$ cat src/rtl/rx_pkg.sv
// Shared definitions for the receive path: state encoding, size defaults
// and the decimation-ratio clamp.
package rx_pkg;

    // Size defaults for the decimation scheduler
    localparam int MAX_DECIMATION_DEF = 16;
    localparam int RATIO_W_DEF        = $clog2(MAX_DECIMATION_DEF + 1);
    localparam int DROP_W_DEF         = 16;

    // Sequencer state encoding
    localparam logic [1:0] ST_IDLE  = 2'd0;
    localparam logic [1:0] ST_ARM   = 2'd1;
    localparam logic [1:0] ST_RUN   = 2'd2;
    localparam logic [1:0] ST_DRAIN = 2'd3;

    typedef enum logic [1:0] {
        IDLE  = ST_IDLE,
        ARM   = ST_ARM,
        RUN   = ST_RUN,
        DRAIN = ST_DRAIN
    } rx_state_e;

    // Map a requested ratio onto the supported range: 0 behaves as 1,
    // anything above the maximum is pinned to the maximum.
    function automatic int clamp_ratio(input int req, input int max_ratio);
        if (req <= 0) begin
            return 1;
        end else if (req > max_ratio) begin
            return max_ratio;
        end else begin
            return req;
        end
    endfunction

endpackage

$ cat src/rtl/rx_sat_counter.sv
// Saturating up-counter with synchronous clear. An increment in the same
// cycle as a clear wins and leaves the count at one.
module rx_sat_counter #(
    parameter int WIDTH = 16
) (
    input  logic             crx_clk,
    input  logic             rrx_rst,
    input  logic             iinc,
    input  logic             iclr,
    output logic [WIDTH-1:0] ocnt
);

    // Count events, stick at all-ones, clear on request
    // NOTE: clocked state uses non-blocking assignments so every flop samples pre-edge values.
    always_ff @(posedge crx_clk or posedge rrx_rst) begin
        if (rrx_rst) begin
            ocnt <= '0;
        end else if (iinc) begin
            if (iclr) begin
                ocnt <= WIDTH'(1);
            end else if (ocnt != '1) begin
                ocnt <= ocnt + 1'b1;
            end
        end else if (iclr) begin
            ocnt <= '0;
        end
    end

endmodule

$ cat src/rtl/rx_decim_scheduler.sv
// Receive decimation scheduler: thins the input sample strobe by a
// programmable ratio, holds strobes off while the filter is busy, sequences
// enable/disable and counts strobes that had to be dropped.
module rx_decim_scheduler
    import rx_pkg::*;
#(
    parameter int MAX_DECIMATION = MAX_DECIMATION_DEF,
    parameter int RATIO_W        = $clog2(MAX_DECIMATION + 1),
    parameter int DROP_W         = DROP_W_DEF
) (
    input  logic               crx_clk,
    input  logic               rrx_rst,
    input  logic               erx_en,
    input  logic               inew_sample_trigg,
    input  logic [RATIO_W-1:0] icfg_ratio,
    input  logic               icfg_load,
    input  logic               ifilt_busy,
    input  logic               iclr_stat,
    output logic               onew_sample_trigg,
    output logic [RATIO_W-1:0] ophase,
    output logic               orun,
    output logic               ooverrun,
    output logic [DROP_W-1:0]  odrop_cnt
);

    rx_state_e          state_q;
    rx_state_e          state_d;

    logic [RATIO_W-1:0] rratio;
    logic [RATIO_W-1:0] ratio_d;
    logic [RATIO_W-1:0] pend_ratio;
    logic [RATIO_W-1:0] pend_ratio_d;
    logic               pend_valid;
    logic               pend_valid_d;

    logic [RATIO_W-1:0] phase_d;
    logic [RATIO_W-1:0] last_phase;
    logic [RATIO_W-1:0] load_val;

    logic               candidate;
    logic               period_done;
    logic               legal_load;
    logic               drop;
    logic               strobe_d;

    // Last phase of the current period and the sanitised requested ratio
    assign last_phase = rratio - 1'b1;
    assign load_val   = RATIO_W'(clamp_ratio(int'(icfg_ratio), MAX_DECIMATION));

    // Sequencer state register
    always_ff @(posedge crx_clk or posedge rrx_rst) begin
        if (rrx_rst) begin
            state_q <= IDLE;
        end else begin
            state_q <= state_d;
        end
    end

    // Next state, phase advance and candidate detection
    // NOTE: every signal gets a default before the case, so no path leaves it unassigned and no latch is inferred.
    always_comb begin
        state_d     = state_q;
        phase_d     = ophase;
        candidate   = 1'b0;
        period_done = 1'b0;

        case (state_q)
            IDLE: begin
                phase_d = '0;
                if (erx_en) begin
                    state_d = ARM;
                end
            end

            ARM: begin
                phase_d = '0;
                if (!erx_en) begin
                    state_d = IDLE;
                end else if (inew_sample_trigg) begin
                    // First trigger counts as phase 0 of the first period
                    candidate = 1'b1;
                    state_d   = RUN;
                    phase_d   = (rratio == RATIO_W'(1)) ? '0 : RATIO_W'(1);
                end
            end

            RUN: begin
                if (!erx_en) begin
                    // A trigger in the disable cycle is deliberately ignored
                    state_d = DRAIN;
                end else if (inew_sample_trigg) begin
                    candidate = (ophase == '0);
                    if (ophase == last_phase) begin
                        period_done = 1'b1;
                        phase_d     = '0;
                    end else begin
                        phase_d = ophase + 1'b1;
                    end
                end
            end

            DRAIN: begin
                if (!ifilt_busy) begin
                    state_d = IDLE;
                end
            end

            default: begin
                state_d = IDLE;
            end
        endcase
    end

    // A candidate either goes to the filter or is dropped; never both
    assign strobe_d = candidate & ~ifilt_busy;
    assign drop     = candidate & ifilt_busy;

    // Ratio update rules: apply in IDLE or at a period boundary, else park it
    always_comb begin
        ratio_d      = rratio;
        pend_ratio_d = pend_ratio;
        pend_valid_d = pend_valid;
        legal_load   = (state_q == IDLE) || period_done;

        if (legal_load) begin
            if (icfg_load) begin
                ratio_d = load_val;
            end else if (pend_valid) begin
                ratio_d = pend_ratio;
            end
            pend_valid_d = 1'b0;
        end else if (icfg_load) begin
            // A newer request simply overwrites an older parked one
            pend_ratio_d = load_val;
            pend_valid_d = 1'b1;
        end
    end

    // Ratio register and parked load
    always_ff @(posedge crx_clk or posedge rrx_rst) begin
        if (rrx_rst) begin
            rratio     <= RATIO_W'(1);
            pend_ratio <= RATIO_W'(1);
            pend_valid <= 1'b0;
        end else begin
            rratio     <= ratio_d;
            pend_ratio <= pend_ratio_d;
            pend_valid <= pend_valid_d;
        end
    end

    // Registered outputs: phase, run flag and the one-cycle filter strobe
    always_ff @(posedge crx_clk or posedge rrx_rst) begin
        if (rrx_rst) begin
            ophase            <= '0;
            orun              <= 1'b0;
            onew_sample_trigg <= 1'b0;
        end else begin
            ophase            <= phase_d;
            orun              <= (state_d == RUN);
            onew_sample_trigg <= strobe_d;
        end
    end

    // Sticky overrun flag; a drop outranks a simultaneous clear
    always_ff @(posedge crx_clk or posedge rrx_rst) begin
        if (rrx_rst) begin
            ooverrun <= 1'b0;
        end else if (drop) begin
            ooverrun <= 1'b1;
        end else if (iclr_stat) begin
            ooverrun <= 1'b0;
        end
    end

    // Dropped-strobe counter
    rx_sat_counter #(
        .WIDTH (DROP_W)
    ) u_drop_cnt (
        .crx_clk (crx_clk),
        .rrx_rst (rrx_rst),
        .iinc    (drop),
        .iclr    (iclr_stat),
        .ocnt    (odrop_cnt)
    );

endmodule

$ cat config.mk
export PLATFORM = sky130hd
export DESIGN_NAME = rx_decim_scheduler
export DESIGN_NICKNAME = d
export VERILOG_FILES = /design/src/rtl/rx_pkg.sv /design/src/rtl/rx_sat_counter.sv /design/src/rtl/rx_decim_scheduler.sv
export SDC_FILE = /design/constraint.sdc
export NUM_CORES = 1
export LEC_CHECK = 0
export BUFFER_PORTS_ARGS = -buffer_cell sky130_fd_sc_hd__buf_2
export CAP_MARGIN = 5
export CORE_MARGIN = 3
export CORE_UTILIZATION = 45
export DETAILED_ROUTE_END_ITERATION = 7
export PLACE_DENSITY = 0.66
export SLEW_MARGIN = 30
export SYNTH_ARGS = -nofsm -noshare
export SYNTH_HDL_FRONTEND = slang
export SYNTH_SLANG_ARGS = --single-unit
$ cat constraint.sdc
create_clock -name crx_clk -period 5.75 [get_ports crx_clk]
set_clock_uncertainty 0.15 [all_clocks]
set_input_delay 0.2875 -clock crx_clk [delete_from_list [all_inputs] [get_ports crx_clk]]
set_output_delay 0.2875 -clock crx_clk [all_outputs]
set_load 0.005 [all_outputs]
-- Word-level counts from Yosys, hierarchy flattened
Index checks and enable logic that the tools add are counted.
- multiplexer cells: 34
- bitwise operators: 4
- $lt $le $gt $ge: 2
- reduce and logical (&&, ||, !) cells: 12
- equal/unequal tests: 9
- add/sub/neg operators: 3
- operators by type and width (kind ; number):
    $mux 16 ; 4
    $mux 5 ; 7
    $add 16x1->16 const B ; 1
    $ne 16x16->1 const B ; 1
    $mux 1 ; 15
    $pmux 5 s3 ; 1
    $mux 2 ; 5
    $pmux 2 s4 ; 1
    $reduce_bool 2->1 ; 4
    $eq 2x2->1 const B ; 3
    $reduce_and 2->1 ; 3
    $add 5x1->5 const B ; 1
    $eq 5x1->1 const B ; 1
    $eq 5x5->1 ; 1
    $gt 5x5->1 const B ; 1
    $le 5x1->1 const B ; 1
    $logic_not 5->1 ; 1
    $sub 5x1->5 const B ; 1
    $ne 2x2->1 const B ; 2
    $reduce_and 3->1 ; 1
    $reduce_bool 3->1 ; 1
    $and 1x1->1 ; 2
    $eq 2x1->1 const B ; 1
    $logic_not 2->1 ; 1
    3 further kinds ; 4
- word-level logic and storage cells: 73
- register bits: 37

-- Logic depth before layout (Yosys ltp)
- depth in word-level cells: 9
- depth in mapped cells: 9
- gate-level depth less buffers: 7

-- Modules after synthesis
Synthesis repeated with hierarchy kept, for this count alone.
- cell total of the unflattened synthesis: 229
- area, all modules: 2288.4 µm²
- modules (own cells, without submodules) (module ; area an instance (µm²) ; cells each ; instances):
    rx_decim_scheduler ; 1316.3 ; 133 ; 1
    rx_sat_counter ; 972.2 ; 96 ; 1

-- Worst setup path after synthesis
Ideal clock, no wire load.
- path kind: reg-to-reg
- start point: reg rratio[0]
- end point: reg ophase[2]
- arrival time: 2106 ps
- setup slack: 3412 ps
- stages on the path, launching flop included: 8
- data required time: 5518 ps
- cells stage by stage: dfstp_2 -> inv_1 -> ha_1 -> a21boi_0 -> o311ai_1 -> clkbuf_1 -> nand3b_1 -> a31oi_1
- longest elaborated chain between the ends: 6
- ends and longest elaborated chain (item ; RTL line ; source):
    start: declaration ; rx_decim_scheduler.sv:29 ; logic [RATIO_W-1:0] rratio;
    start signal: assignment ; rx_decim_scheduler.sv:146 ; rratio <= ratio_d;
    $sub 5x1->5 ; rx_decim_scheduler.sv:47 ; assign last_phase = rratio - 1'b1;
    $eq 5x5->1 ; rx_decim_scheduler.sv:93 ; if (ophase == last_phase) begin
    $mux 5 ; rx_decim_scheduler.sv:93 ;
    $mux 5 ; rx_decim_scheduler.sv:91 ; end else if (inew_sample_trigg) begin
    $mux 5 ; rx_decim_scheduler.sv:88 ; if (!erx_en) begin
    $pmux 5 s3 ; rx_decim_scheduler.sv:67 ; case (state_q)
    end signal: assignment ; rx_decim_scheduler.sv:159 ; ophase <= phase_d;
    end: declaration ; rx_decim_scheduler.sv:20 ; output logic [RATIO_W-1:0] ophase,
Every way passes these cells. The select of a mux whose other input is x is not followed.
A chain may end at the register's enable or synchronous reset.

-- Final worst setup path
- start point: reg ophase[0]
- end point: reg u_drop_cnt.ocnt[13]
- longest elaborated chain between the ends: 7
- elaborated cells between the ends (all ways): 8
- classes of those cells: mux (4); bitwise (1); reduce/logical (3)
- ends and longest elaborated chain (item ; RTL line ; source):
    $logic_not 5->1 (*) ; rx_decim_scheduler.sv:92 ; candidate = (ophase == '0);
    $mux 1 (*) ; rx_decim_scheduler.sv:91 ;
    $mux 1 (*) ; rx_decim_scheduler.sv:88 ;
    $pmux 1 s2 (*) ; rx_decim_scheduler.sv:67 ;
    $and 1x1->1 (*) ; rx_decim_scheduler.sv:116 ; assign drop = candidate & ifilt_busy;
    $reduce_bool 2->1 (no source line) ; n/a ;
    $reduce_and 2->1 (no source line) ; n/a ;
    end signal: assignment ; rx_sat_counter.sv:22 ; ocnt <= ocnt + 1'b1;
    end: declaration ; rx_sat_counter.sv:10 ; output logic [WIDTH-1:0] ocnt
Every way passes the cells marked *; elsewhere a longest branch is shown, timed or not.

==> results.json <==
{
  "status": "completed",
  "vias_per_cell": 5.55,
  "placement.setup.worst_slack_ns": 3.03,
  "clk_latency_ns": 0.29,
  "top_level_ports": 36,
  "regToRegSetupSlack_ns": 3.20,
  "groute.usage.overall": 0.174,
  "worstPathRequired_ns": 5.82,
  "cts_setup_buffers": 0,
  "postSynthCellCount": 245,
  "synthFlopType": "dfrtp_1",
  "yosysTopAreaCell": "dfrtp_1",
  "grt_pass1_wl_um": 8460,
  "timing.final.max_slew_violations": 0,
  "die-width_um": 77.4,
  "clock_tree.buffer_depth": 2,
  "fp.coreArea_mm2": 0.00482,
  "grt_antenna_before_repair": 0,
  "grt_max_degree": 38,
  "critical_path_peak_fanout": 10,
  "dr.pass1.iters": 5,
  "regToRegEndpoint": "u_drop_cnt.ocnt[13]",
  "worstSetupEndpointType": "register",
  "static-leakage-power_nw": 1.19,
  "worst-r2r-cell-count": 7,
  "hold_viol": 0,
  "wl_um": 4960,
  "finalSetupViolCount": 0,
  "hp-start": "ifilt_busy",
  "path_clk_slew_ns": 0.07,
  "ys_top_cells_by_area": "dfrtp_1 38%, ha_1 4.9%, o21ai_0 4.1%",
  "finished_layout_cell_area_mm2": 0.00265,
  "dr.first_iter.drc_count": 61,
  "synthesis.area_per_instance_um2": 9.36,
  "p_per_area_mw_per_mm2": 371,
  "maxCapViolCount": 0,
  "mappedNetlistArea_mm2": 0.00229,
  "post_syn_nets": 266,
  "synth-edff-count": 0,
  "ant_nets": 0,
  "dieArea_mm2": 0.00599,
  "fraction_of_layout_instances_using_a_drive_strength_above_1": 0.211,
  "netlist.area_leader.share": 0.382,
  "cts_tree": "done",
  "num-nets-final": 300,
  "starting_density": 0.476,
  "sum_neg_setup_slack_ns": 0,
  "antenna-diode-count": 0,
  "count_of_buffers_inserted_at_the_top_level_ports": 35,
  "crit_arrival_ns": 2.62,
  "place.detailed.hpwl_um": 3540,
  "period_share": 0.443,
  "clock-root-buffer": "clkbuf_8",
  "max_slew_margin": 0.480,
  "rr_startpoint": "ophase[0]",
  "cts_made_buffers": 5,
  "rsz0062_at_grt": "false",
  "layout_setup_ws_ns": 3.20,
  "whs_path_depth": 2,
  "asyncSetResetFlopFracSynth": 1.00,
  "postSynthRegisterBits": 37,
  "drcViolationCount": 0,
  "first_global_vias": 1774,
  "holdPathEnd": "onew_sample_trigg",
  "routabilityCongestion": 0.770,
  "clkSinkCount": 37,
  "timing.fmax_mhz": 393,
  "syn_to_final_growth_pct": 15.6,
  "die_h_um": 77.4,
  "wire_per_inst_um": 14.3,
  "synth-warning-count": 0,
  "ir_drop_mv": 0.186,
  "h-tree-depth": 2,
  "worstSetupStartpointType": "register",
  "yosysSeqAreaShare": 0.405,
  "actual_transition_at_the_worst_max_transition_pin_ns": 0.775,
  "grt_remaining_overflow": 0,
  "floorplan.rows": 25,
  "hold_path.class": "in2reg",
  "timing_worst_setup_path_type": "reg2reg",
  "finalCriticalPeriod_ns": 2.55,
  "vias": 1927,
  "yosysUniqueCellTypes": 46,
  "postPlaceCellArea_mm2": 0.00251
}
[repair_timing]
action	CTS	global route
endpoints found under the hold margin	35	0
hold buffers	1	0
gates resized for setup	0	0
[how the worst max path moves through the flow]
stage,cells past startpoint,from,slack [ns],endpoint
floorplan,7,rratio[0],3.41,ophase[2]
global placement,7,rratio[0],3.08,rratio[0]
detailed placement,7,rratio[0],3.03,rratio[0]
CTS,7,rratio[0],3.03,rratio[0]
global route,8,rratio[0],3.02,rratio[0]
finish,7,ophase[0],3.20,u_drop_cnt.ocnt[13]
[layout by cell type (no fill, tap or decap), types with 6 or more instances in the layout]
| cell type | instances |
|---|---|
| nor2b_1 | 7 |
| mux2i_1 | 6 |
| xor2_1 | 7 |
| o21ai_0 | 19 |
| mux2_2 | 6 |
| nand2_1 | 11 |
| ha_1 | 9 |
| inv_1 | 13 |
| clkbuf_8 | 6 |
| buf_2 | 35 |
| nor2_1 | 12 |
| or3_1 | 9 |
| dfrtp_1 | 35 |
| a21oi_1 | 17 |
| nand3_1 | 9 |
[cells in the mapped netlist, drive strengths merged (3+ instances only)]
cell / number
dfrtp: 35
o21ai: 19
a21oi: 18
inv: 13
nand2: 12
nor2: 12
ha: 9
nand3: 9
or3: 9
clkbuf: 8
nor2b: 7
xor2: 7
mux2: 6
mux2i: 6
o31ai: 6
a211o: 5
a22oi: 5
or4: 5
a31oi: 4
and3: 4
nand2b: 4
nand4: 4
nor4: 4
xnor2: 4
a211oi: 3
buf: 3
nand3b: 3
o22ai: 3
[registers in the layout, summed over array words and instances, names as in the netlist]
signal and count:
ophase 5, rratio 5, orun 1, state_q 2, pend_ratio 5, pend_valid 1
u_drop_cnt.ocnt 16, onew_sample_trigg 1, ooverrun 1
[cell type report]
type / count / area, µm²
Timing Repair Buffer: 38 / 200
Tap cell: 67 / 83.8
Inverter: 13 / 48.8
Clock buffer: 7 / 86.3
Clock inverter: 1 / 30.0
Multi-Input combinational cell: 184 / 1270
Sequential cell: 37 / 928
Fill cell: 457 / 2170
[power breakdown]
part           switching [mW]  internal (mW)  total (mW)  leakage, nW
registers              0.0479          0.318       0.366        0.491
clock network          0.0932          0.141       0.235       0.0585
logic                   0.207          0.175       0.383        0.639
total                   0.348          0.635       0.983         1.19
[routing by layer]
| metal | vias to the layer above | track usage | wire [µm] |
|---|---|---|---|
| li1 | 974 | - | - |
| met1 | 907 | 0.250 | 2530 |
| met2 | 39 | 0.263 | 2160 |
| met3 | 7 | 0.0360 | 210 |
| met4 | 0 | 0.0534 | 58 |
| met5 | - | 0 | 0 |
[critical path: stages, from the launching register on]
cell	delay, ns
dfrtp_1	0.44
inv_1	0.12
ha_1	0.14
or4b_4	0.48
a21oi_4	0.30
nand2_2	0.19
or4_1	0.50
a21oi_1	0.15
[stage by stage]
| stage | cells | hold WS (ns) | power [mW] | utilization |
|---|---|---|---|---|
| after floorplan | 245 | 0.201 | 0.663 | - |
| after global placement | 338 | 0.283 | 0.743 | 0.521 |
| after detailed placement | 338 | 0.281 | 0.749 | 0.522 |
| after CTS | 347 | 0.0465 | 0.989 | 0.548 |
| after global routing | 347 | 0.0461 | 1.06 | 0.550 |
| final | 347 | 0.0592 | 0.983 | 0.550 |
[cell families after synthesis]
group           share of synthesized area
xor+xnor                           0.0420
simple gates                        0.194
mux                                0.0557
buf+inv                            0.0459
flops                               0.405
fa+ha+maj                          0.0491
compound gates                      0.208
No activity file was read; power rests on OpenSTA's default activity.
